## src/rtl/seg_scan_decoder_pkg.sv

```systemverilog
// Shared constants for the multiplexed seven-segment scan decoder.
// Holds the active-low segment patterns for hex digits 0..F, the number of
// scanned digits, the nibble width, and the synchroniser state type.
package seg_scan_decoder_pkg;

  localparam int unsigned NUM_DIGITS = 6;
  localparam int unsigned NIB_W      = 4;
  localparam int unsigned SEG_W      = 7;

  // Active-low patterns, bit 0 = segment a ... bit 6 = segment g.
  localparam logic [SEG_W-1:0] SEG_0 = 7'h40;
  localparam logic [SEG_W-1:0] SEG_1 = 7'h79;
  localparam logic [SEG_W-1:0] SEG_2 = 7'h24;
  localparam logic [SEG_W-1:0] SEG_3 = 7'h30;
  localparam logic [SEG_W-1:0] SEG_4 = 7'h19;
  localparam logic [SEG_W-1:0] SEG_5 = 7'h12;
  localparam logic [SEG_W-1:0] SEG_6 = 7'h02;
  localparam logic [SEG_W-1:0] SEG_7 = 7'h78;
  localparam logic [SEG_W-1:0] SEG_8 = 7'h00;
  localparam logic [SEG_W-1:0] SEG_9 = 7'h10;
  localparam logic [SEG_W-1:0] SEG_A = 7'h08;
  localparam logic [SEG_W-1:0] SEG_B = 7'h03;
  localparam logic [SEG_W-1:0] SEG_C = 7'h46;
  localparam logic [SEG_W-1:0] SEG_D = 7'h21;
  localparam logic [SEG_W-1:0] SEG_E = 7'h06;
  localparam logic [SEG_W-1:0] SEG_F = 7'h0E;

  // HUNT: any digit index may start a frame. TRACK: next index must follow
  // the previously accepted one.
  typedef enum logic {
    SYNC_HUNT,
    SYNC_TRACK
  } sync_state_e;

endpackage

```

## src/rtl/seg_scan_decoder_if.sv

```systemverilog
// Bundle of the scanned display lines and the decoded frame outputs.
//   seg, sel          : captured display drive (active-low segments, one-hot select)
//   data_out          : last complete frame, digit i in bits [4i+3:4i]
//   frame_valid       : one-cycle pulse when data_out loads
//   digit_mask        : digits accepted in the current partial frame
//   err_seg/err_order : one-cycle error pulses
//   scan_lost         : level, no digit accepted for the timeout period
// master drives the display lines; slave is the decoder.
interface seg_scan_decoder_if;
  import seg_scan_decoder_pkg::*;

  logic [SEG_W-1:0]            seg;
  logic [NUM_DIGITS-1:0]       sel;
  logic [NUM_DIGITS*NIB_W-1:0] data_out;
  logic                        frame_valid;
  logic [NUM_DIGITS-1:0]       digit_mask;
  logic                        err_seg;
  logic                        err_order;
  logic                        scan_lost;

  modport master (
    output seg, sel,
    input  data_out, frame_valid, digit_mask, err_seg, err_order, scan_lost
  );

  modport slave (
    input  seg, sel,
    output data_out, frame_valid, digit_mask, err_seg, err_order, scan_lost
  );
endinterface

```

## src/rtl/seg_scan_decoder_seg7_to_hex.sv

```systemverilog
// Combinational decode of an active-low seven-segment pattern to a hex nibble.
//   pattern : 7-bit segment pattern (bit 0 = a)
//   nibble  : decoded value, 0 when the pattern is not recognised
//   valid   : high when pattern is one of the 16 hex glyphs
module seg7_to_hex
  import seg_scan_decoder_pkg::*;
(
  input  logic [SEG_W-1:0] pattern,
  output logic [NIB_W-1:0] nibble,
  output logic             valid
);

  always_comb begin
    nibble = '0;
    valid  = 1'b1;
    case (pattern)
      SEG_0: nibble = 4'h0;
      SEG_1: nibble = 4'h1;
      SEG_2: nibble = 4'h2;
      SEG_3: nibble = 4'h3;
      SEG_4: nibble = 4'h4;
      SEG_5: nibble = 4'h5;
      SEG_6: nibble = 4'h6;
      SEG_7: nibble = 4'h7;
      SEG_8: nibble = 4'h8;
      SEG_9: nibble = 4'h9;
      SEG_A: nibble = 4'hA;
      SEG_B: nibble = 4'hB;
      SEG_C: nibble = 4'hC;
      SEG_D: nibble = 4'hD;
      SEG_E: nibble = 4'hE;
      SEG_F: nibble = 4'hF;
      default: valid = 1'b0;
    endcase
  end

endmodule

```

## src/rtl/seg_scan_decoder.sv

```systemverilog
// Recovers six hex digits from a multiplexed seven-segment display scan.
// Inputs are registered once, each one-hot select must hold an identical
// pattern for STABLE_CYC registered samples before the digit is accepted,
// and six in-order digits form a frame that loads data_out atomically.
//   clk, rst : clock, asynchronous active-high reset
//   bus      : slave side of seg_scan_decoder_if (seg/sel in, frame/status out)
module seg_scan_decoder
  import seg_scan_decoder_pkg::*;
#(
  parameter int unsigned STABLE_CYC  = 4,
  parameter int unsigned TIMEOUT_CYC = 65536
) (
  input  logic               clk,
  input  logic               rst,
  seg_scan_decoder_if.slave  bus
);

  localparam int unsigned CNT_W = 9;
  localparam int unsigned TMO_W = $clog2(TIMEOUT_CYC + 1);
  localparam logic [CNT_W-1:0] RUN_ACCEPT = CNT_W'(STABLE_CYC);
  localparam logic [CNT_W-1:0] RUN_SAT    = CNT_W'(STABLE_CYC + 1);
  localparam logic [TMO_W-1:0] TMO_MAX    = TMO_W'(TIMEOUT_CYC);
  localparam logic [2:0]       LAST_IDX   = 3'(NUM_DIGITS - 1);

  logic [SEG_W-1:0]      seg_q, seg_prev_q;
  logic [NUM_DIGITS-1:0] sel_q, sel_prev_q;
  logic [CNT_W-1:0]      run_q, run_d;
  logic [TMO_W-1:0]      tmo_q, tmo_d;
  logic [2:0]            last_q, last_d;
  logic [NUM_DIGITS-1:0][NIB_W-1:0] nib_q, nib_d;
  logic [NUM_DIGITS*NIB_W-1:0]      data_q, data_d;
  logic [NUM_DIGITS-1:0] mask_q, mask_d;
  logic                  fv_q, fv_d;
  logic                  eseg_q, eseg_d;
  logic                  eord_q, eord_d;
  logic                  lost_q, lost_d;
  sync_state_e           state_q, state_d;

  logic             sel_one_hot;
  logic             accept;
  logic [2:0]       idx;
  logic [2:0]       exp_idx;
  logic [NIB_W-1:0] dec_nib;
  logic             dec_valid;

  seg7_to_hex u_dec (
    .pattern (seg_q),
    .nibble  (dec_nib),
    .valid   (dec_valid)
  );

  assign sel_one_hot = $onehot(sel_q);

  // Run length of the current registered sample. It saturates one above the
  // accept threshold so a long hold matches RUN_ACCEPT exactly once.
  always_comb begin
    run_d = '0;
    if (sel_one_hot) begin
      if (seg_q == seg_prev_q && sel_q == sel_prev_q && run_q != '0) begin
        run_d = (run_q == RUN_SAT) ? run_q : run_q + CNT_W'(1);
      end else begin
        run_d = CNT_W'(1);
      end
    end
  end

  assign accept = sel_one_hot && (run_d == RUN_ACCEPT);

  always_comb begin
    idx = '0;
    for (int unsigned i = 0; i < NUM_DIGITS; i++) begin
      if (sel_q[i]) idx = 3'(i);
    end
  end

  assign exp_idx = (last_q == LAST_IDX) ? '0 : last_q + 3'd1;

  always_comb begin
    state_d = state_q;
    last_d  = last_q;
    nib_d   = nib_q;
    data_d  = data_q;
    mask_d  = mask_q;
    tmo_d   = tmo_q;
    lost_d  = lost_q;
    fv_d    = 1'b0;
    eseg_d  = 1'b0;
    eord_d  = 1'b0;

    if (accept) begin
      tmo_d  = '0;
      lost_d = 1'b0;
      if (!dec_valid) begin
        eseg_d  = 1'b1;
        mask_d  = '0;
        state_d = SYNC_HUNT;
      end else begin
        nib_d[idx] = dec_nib;
        last_d     = idx;
        state_d    = SYNC_TRACK;
        if (state_q == SYNC_TRACK && idx != exp_idx) begin
          eord_d = 1'b1;
          mask_d = sel_q;
        end else begin
          mask_d = mask_q | sel_q;
          // Load from nib_d so the sixth nibble lands in the same frame.
          if (mask_d == '1) begin
            data_d  = nib_d;
            fv_d    = 1'b1;
            mask_d  = '0;
            state_d = SYNC_HUNT;
          end
        end
      end
    end else if (tmo_q != TMO_MAX) begin
      tmo_d = tmo_q + TMO_W'(1);
      if (tmo_d == TMO_MAX) begin
        lost_d  = 1'b1;
        mask_d  = '0;
        state_d = SYNC_HUNT;
      end
    end
  end

  always_ff @(posedge clk or posedge rst) begin
    if (rst) state_q <= SYNC_HUNT;
    else     state_q <= state_d;
  end

  always_ff @(posedge clk or posedge rst) begin
    if (rst) begin
      seg_q      <= '0;
      sel_q      <= '0;
      seg_prev_q <= '0;
      sel_prev_q <= '0;
      run_q      <= '0;
      tmo_q      <= '0;
      last_q     <= '0;
      nib_q      <= '0;
      data_q     <= '0;
      mask_q     <= '0;
      fv_q       <= 1'b0;
      eseg_q     <= 1'b0;
      eord_q     <= 1'b0;
      lost_q     <= 1'b0;
    end else begin
      seg_q      <= bus.seg;
      sel_q      <= bus.sel;
      seg_prev_q <= seg_q;
      sel_prev_q <= sel_q;
      run_q      <= run_d;
      tmo_q      <= tmo_d;
      last_q     <= last_d;
      nib_q      <= nib_d;
      data_q     <= data_d;
      mask_q     <= mask_d;
      fv_q       <= fv_d;
      eseg_q     <= eseg_d;
      eord_q     <= eord_d;
      lost_q     <= lost_d;
    end
  end

  assign bus.data_out    = data_q;
  assign bus.frame_valid = fv_q;
  assign bus.digit_mask  = mask_q;
  assign bus.err_seg     = eseg_q;
  assign bus.err_order   = eord_q;
  assign bus.scan_lost   = lost_q;

endmodule

```

## src/flat_wrapper.sv

```systemverilog
// flat-port wrapper written by rule: the top's interface ports become plain ports
module seg_scan_decoder_flat import seg_scan_decoder_pkg::*;
#(
  parameter int unsigned STABLE_CYC  = 4,
  parameter int unsigned TIMEOUT_CYC = 65536
)
  (clk, rst, bus_seg, bus_sel, bus_data_out, bus_frame_valid, bus_digit_mask, bus_err_seg, bus_err_order, bus_scan_lost);
  seg_scan_decoder_if bus_i ();
  input  logic clk;
  input  logic rst;
  input wire logic [$bits(bus_i.seg)-1:0] bus_seg;
  input wire logic [$bits(bus_i.sel)-1:0] bus_sel;
  output wire logic [$bits(bus_i.data_out)-1:0] bus_data_out;
  output wire logic [$bits(bus_i.frame_valid)-1:0] bus_frame_valid;
  output wire logic [$bits(bus_i.digit_mask)-1:0] bus_digit_mask;
  output wire logic [$bits(bus_i.err_seg)-1:0] bus_err_seg;
  output wire logic [$bits(bus_i.err_order)-1:0] bus_err_order;
  output wire logic [$bits(bus_i.scan_lost)-1:0] bus_scan_lost;
  assign bus_i.seg = bus_seg;
  assign bus_i.sel = bus_sel;
  assign bus_data_out = bus_i.data_out;
  assign bus_frame_valid = bus_i.frame_valid;
  assign bus_digit_mask = bus_i.digit_mask;
  assign bus_err_seg = bus_i.err_seg;
  assign bus_err_order = bus_i.err_order;
  assign bus_scan_lost = bus_i.scan_lost;
  seg_scan_decoder #(.STABLE_CYC(STABLE_CYC), .TIMEOUT_CYC(TIMEOUT_CYC)) u_core (.clk(clk), .rst(rst), .bus(bus_i));
endmodule
```

## config.mk

```make
export PLATFORM = sky130hd
export DESIGN_NAME = seg_scan_decoder_flat
export DESIGN_NICKNAME = d
export VERILOG_FILES = /design/src/rtl/seg_scan_decoder_pkg.sv /design/src/rtl/seg_scan_decoder_if.sv /design/src/rtl/seg_scan_decoder_seg7_to_hex.sv /design/src/rtl/seg_scan_decoder.sv /design/src/flat_wrapper.sv
export SDC_FILE = /design/constraint.sdc
export NUM_CORES = 1
export LEC_CHECK = 0
export CORE_MARGIN = 2
export CORE_UTILIZATION = 50
export DETAILED_ROUTE_END_ITERATION = 6
export PLACE_DENSITY_LB_ADDON = 0.3
export SYNTH_ARGS = -nofsm -noshare
export SYNTH_HDL_FRONTEND = slang
export SYNTH_SLANG_ARGS = --single-unit
```

## constraint.sdc

```tcl
create_clock -name clk -period 4.29 [get_ports clk]
set_input_delay 0.858 -clock clk [delete_from_list [all_inputs] [get_ports clk]]
set_output_delay 0.858 -clock clk [all_outputs]
set_load 0.03 [all_outputs]
```

==> metrics <==
area delta synth->final 19.4%; clk_lat worst skew 0.41 ns; #FFs+latches synth ~110; post_cts resized 0; # diodes 0; DP HPWL 8160 um; Worst Tran Pin Value 0.875 ns; WL final about 12000 um; TritonCTS clock tree done; first-pass GRT wire length about 20000 um; largest net degree at the start of global routing between 70 and 80; total core area 0.0114 mm^2; Final Wtd Congestion a little under 0.9; DRC 0; combinational power share 0.057; final worst-path cycle share 0.921; Mapped Nets 550; H-Tree Depth 4; PD cells 367 mW/mm^2; number of hold buffers added after cts 0; port bufs between 40 and 50; nets@finish around 600; Hold Path Class flop to flop; Flop pwr share 0.437; sequential share of the synthesized area 0.486; initial antenna violation count 0; worst vdd ir between 0.0003 and 0.0004 V; Place WS 0.405 ns; Vias roughly 4000; Max Freq around 250 MHz; Final Total Pwr between 2000 and 3000 uW; outcome finished, final reports clean; switching pwr between 500 and 600 uW; Slew Limit Fails 0; DIE AREA about 0.013 mm^2; Via density 5.66; internal power approximately 2000 uW; Critical Path End Type flop; Required @ worst endpoint about 4.6 ns; io pins about 50; switching share of power 0.226; startpoint class of the critical path flop; router iterations before antenna repair 6; Clock power frac 0.507; CTS Root Cell clkbuf_16; Fin Hold WS between 0.4 and 0.5 ns; Post-synth EDFFs 0; FFs w/ async S/R, synth 1.00; Syn Area/Cell 11.3 um^2; CTS Sinks approximately 110; # rows 39; RSZ-0062 raised after global routing false; Crit Path Max Fanout 24; setup_tns 0 ns; Min Clock Period, post-route slightly below 4 ns; ys flop type dfrtp_1; Remaining Overflow, GRT 0; Ys Warns 0; Clock Tree Buf Depth 2; synthesized cell area about 0.0059 mm^2; Worst EP arrival 4.25 ns; Avg WL per Cell roughly 16 um; Cell variety after synth between 50 and 60; Max Clock Skew between 0.007 and 0.008 ns; Final Hold Fails 0; post-route ant nets 0; critical path type flop to flop; Pleak 0.00311 uW; Post-CTS Setup Bufs 0; FILL cells slightly above 900; Max Cap Viol 0; final setup margin about 0.34 ns; die extent in y about 110 um; layout cell share with drive strength beyond 1 0.207; DR iter-0 viols roughly 260; dpl cell area 0.00645 mm^2; vias in the first global route slightly above 4000; Clock transition at path regs 0.05 ns; Syn Inst Count just over 500; Chip Width between 100 and 150 um; slew margin rel. 0.417; final setup fails 0; Total GRT Usage 0.203; CTS buffer count 17; Final Instance Area 0.00701 mm^2; initial core utilization 0.514
==> critical path: stages (launching register included) <==
cell and delay [ns]:
dfrtp_1 0.57, inv_1 0.15, ha_1 0.34, fa_1 0.37, ha_1 0.20, xnor2_1 0.15, nand3b_1 0.15, a41oi_1 0.34
nand4b_1 0.30, nor4_4 0.45, nand3_4 0.37, mux2_4 0.41
==> cells by family after synthesis <==
logic type | Yosys count | share of synthesized area
AO/OA/AOI/OAI | 53 | 0.0614
XOR/XNOR | 39 | 0.0582
adder cells (fa/ha/maj) | 16 | 0.0367
buffers and inverters | 45 | 0.0333
flip-flops | 114 | 0.486
multiplexers | 78 | 0.150
AND/OR/NAND/NOR | 174 | 0.174
==> area by class of cell <==
type / instances / area (um^2) / share of cell area
Sequential cell: 114 / 2850 / 0.407
Multi-Input combinational cell: 360 / 2820 / 0.402
Timing Repair Buffer: 52 / 510 / 0.0728
Clock buffer: 22 / 474 / 0.0677
Tap cell: 143 / 179 / 0.0255
Inverter: 23 / 88.8 / 0.0127
Clock inverter: 9 / 82.6 / 0.0118
==> routing by layer <==
| layer | global-route usage | share of wire |
|---|---|---|
| met1 | 0.264 | 0.45 |
| met2 | 0.324 | 0.50 |
| met3 | 0.0589 | 0.040 |
| met4 | 0.0780 | 0.017 |
| met5 | 0 | 0 |
==> cells in the mapped netlist, types with 8 or more instances <==
cell type | n | share of area
dfrtp_1 | 114 | 0.49
mux2_2 | 71 | 0.14
nor2_1 | 44 | 0.028
xnor2_1 | 28 | 0.042
inv_1 | 23 | 0.015
nand2_1 | 19 | 0.012
nand3_1 | 18 | 0.015
clkbuf_1 | 15 | 0.0096
nand4_1 | 15 | 0.016
nor3_1 | 15 | 0.013
ha_1 | 14 | 0.030
a21oi_1 | 11 | 0.0094
xor2_1 | 11 | 0.016
and2_1 | 8 | 0.0085
and3_1 | 8 | 0.0085
o21ai_0 | 8 | 0.0068
==> state kept, by name, summed over array words and instances (netlist names) <==
| name | flops |
|---|---|
| u_core.bus.data_out | 24 |
| u_core.bus.digit_mask | 6 |
| u_core.bus.err_order | 1 |
| u_core.bus.err_seg | 1 |
| u_core.bus.frame_valid | 1 |
| u_core.bus.scan_lost | 1 |
| u_core.last_q | 3 |
| u_core.nib_q | 24 |
| u_core.run_q | 9 |
| u_core.seg_prev_q | 7 |
| u_core.seg_q | 7 |
| u_core.sel_prev_q | 6 |
| u_core.sel_q | 6 |
| u_core.state_q | 1 |
| u_core.tmo_q | 17 |
==> power by group through the flow <==
stage | combinational (uW) | sequential (uW) | clock [uW]
after floorplan | 116 | 1120 | 0
after global placement | 140 | 1140 | 0
after detailed placement | 146 | 1140 | 0
after CTS | 148 | 1120 | 1330
after global routing | 167 | 1120 | 1380
final | 146 | 1120 | 1300
==> path summary, 6_finish.rpt <==
path / from / endpoint / depth (start not counted) / slack, ns
worst max-delay path: u_core.sel_q[4]$_DFF_PP0_ / u_core.bus.data_out[19]$_DFFE_PP0P_ / 11 / 0.34
worst min-delay path: u_core.bus.scan_lost$_DFFE_PP0P_ / u_core.bus.scan_lost$_DFFE_PP0P_ / 2 / 0.50
worst max register to register: u_core.sel_q[4]$_DFF_PP0_ / u_core.bus.data_out[19]$_DFFE_PP0P_ / 11 / 0.34
worst min register to register: u_core.bus.scan_lost$_DFFE_PP0P_ / u_core.bus.scan_lost$_DFFE_PP0P_ / 2 / 0.50
max in group asynchronous: rst / u_core.sel_q[0]$_DFF_PP0_ / 3 / 2.47
min in group asynchronous: rst / u_core.bus.data_out[4]$_DFFE_PP0P_ / 2 / 0.99
==> cells in the final DEF, fill, tap and decap left out, types with 3 or more instances in the layout <==
cell	instances
nor4_1	6
dfrtp_1	114
nand3_1	18
o211ai_1	4
clkbuf_8	3
and4_1	4
buf_4	4
o21ai_0	8
nand4_1	15
mux2i_1	4
nand4b_1	4
xnor2_1	28
clkbuf_16	17
o22ai_1	6
and3_1	8
o2bb2ai_1	6
nor3b_1	3
a21oi_1	11
inv_1	22
nand2b_1	5
clkinv_2	4
nor4_4	4
xor2_1	11
and2_1	8
a211oi_1	3
ha_1	14
nor3_1	15
clkdlybuf4s50_1	48
mux2_2	71
or3_1	6
nand2_1	19
nor2_1	44
==> metrics by stage <==
stage / util / instances
5_1_grt: 0.614 / 723
6_report: 0.614 / 723
4_1_cts: 0.614 / 723
3_5_place_dp: 0.565 / 692
3_3_place_gp: 0.565 / 692
2_1_floorplan: - / 519
Note: power is estimated with default switching activity, not from simulation.
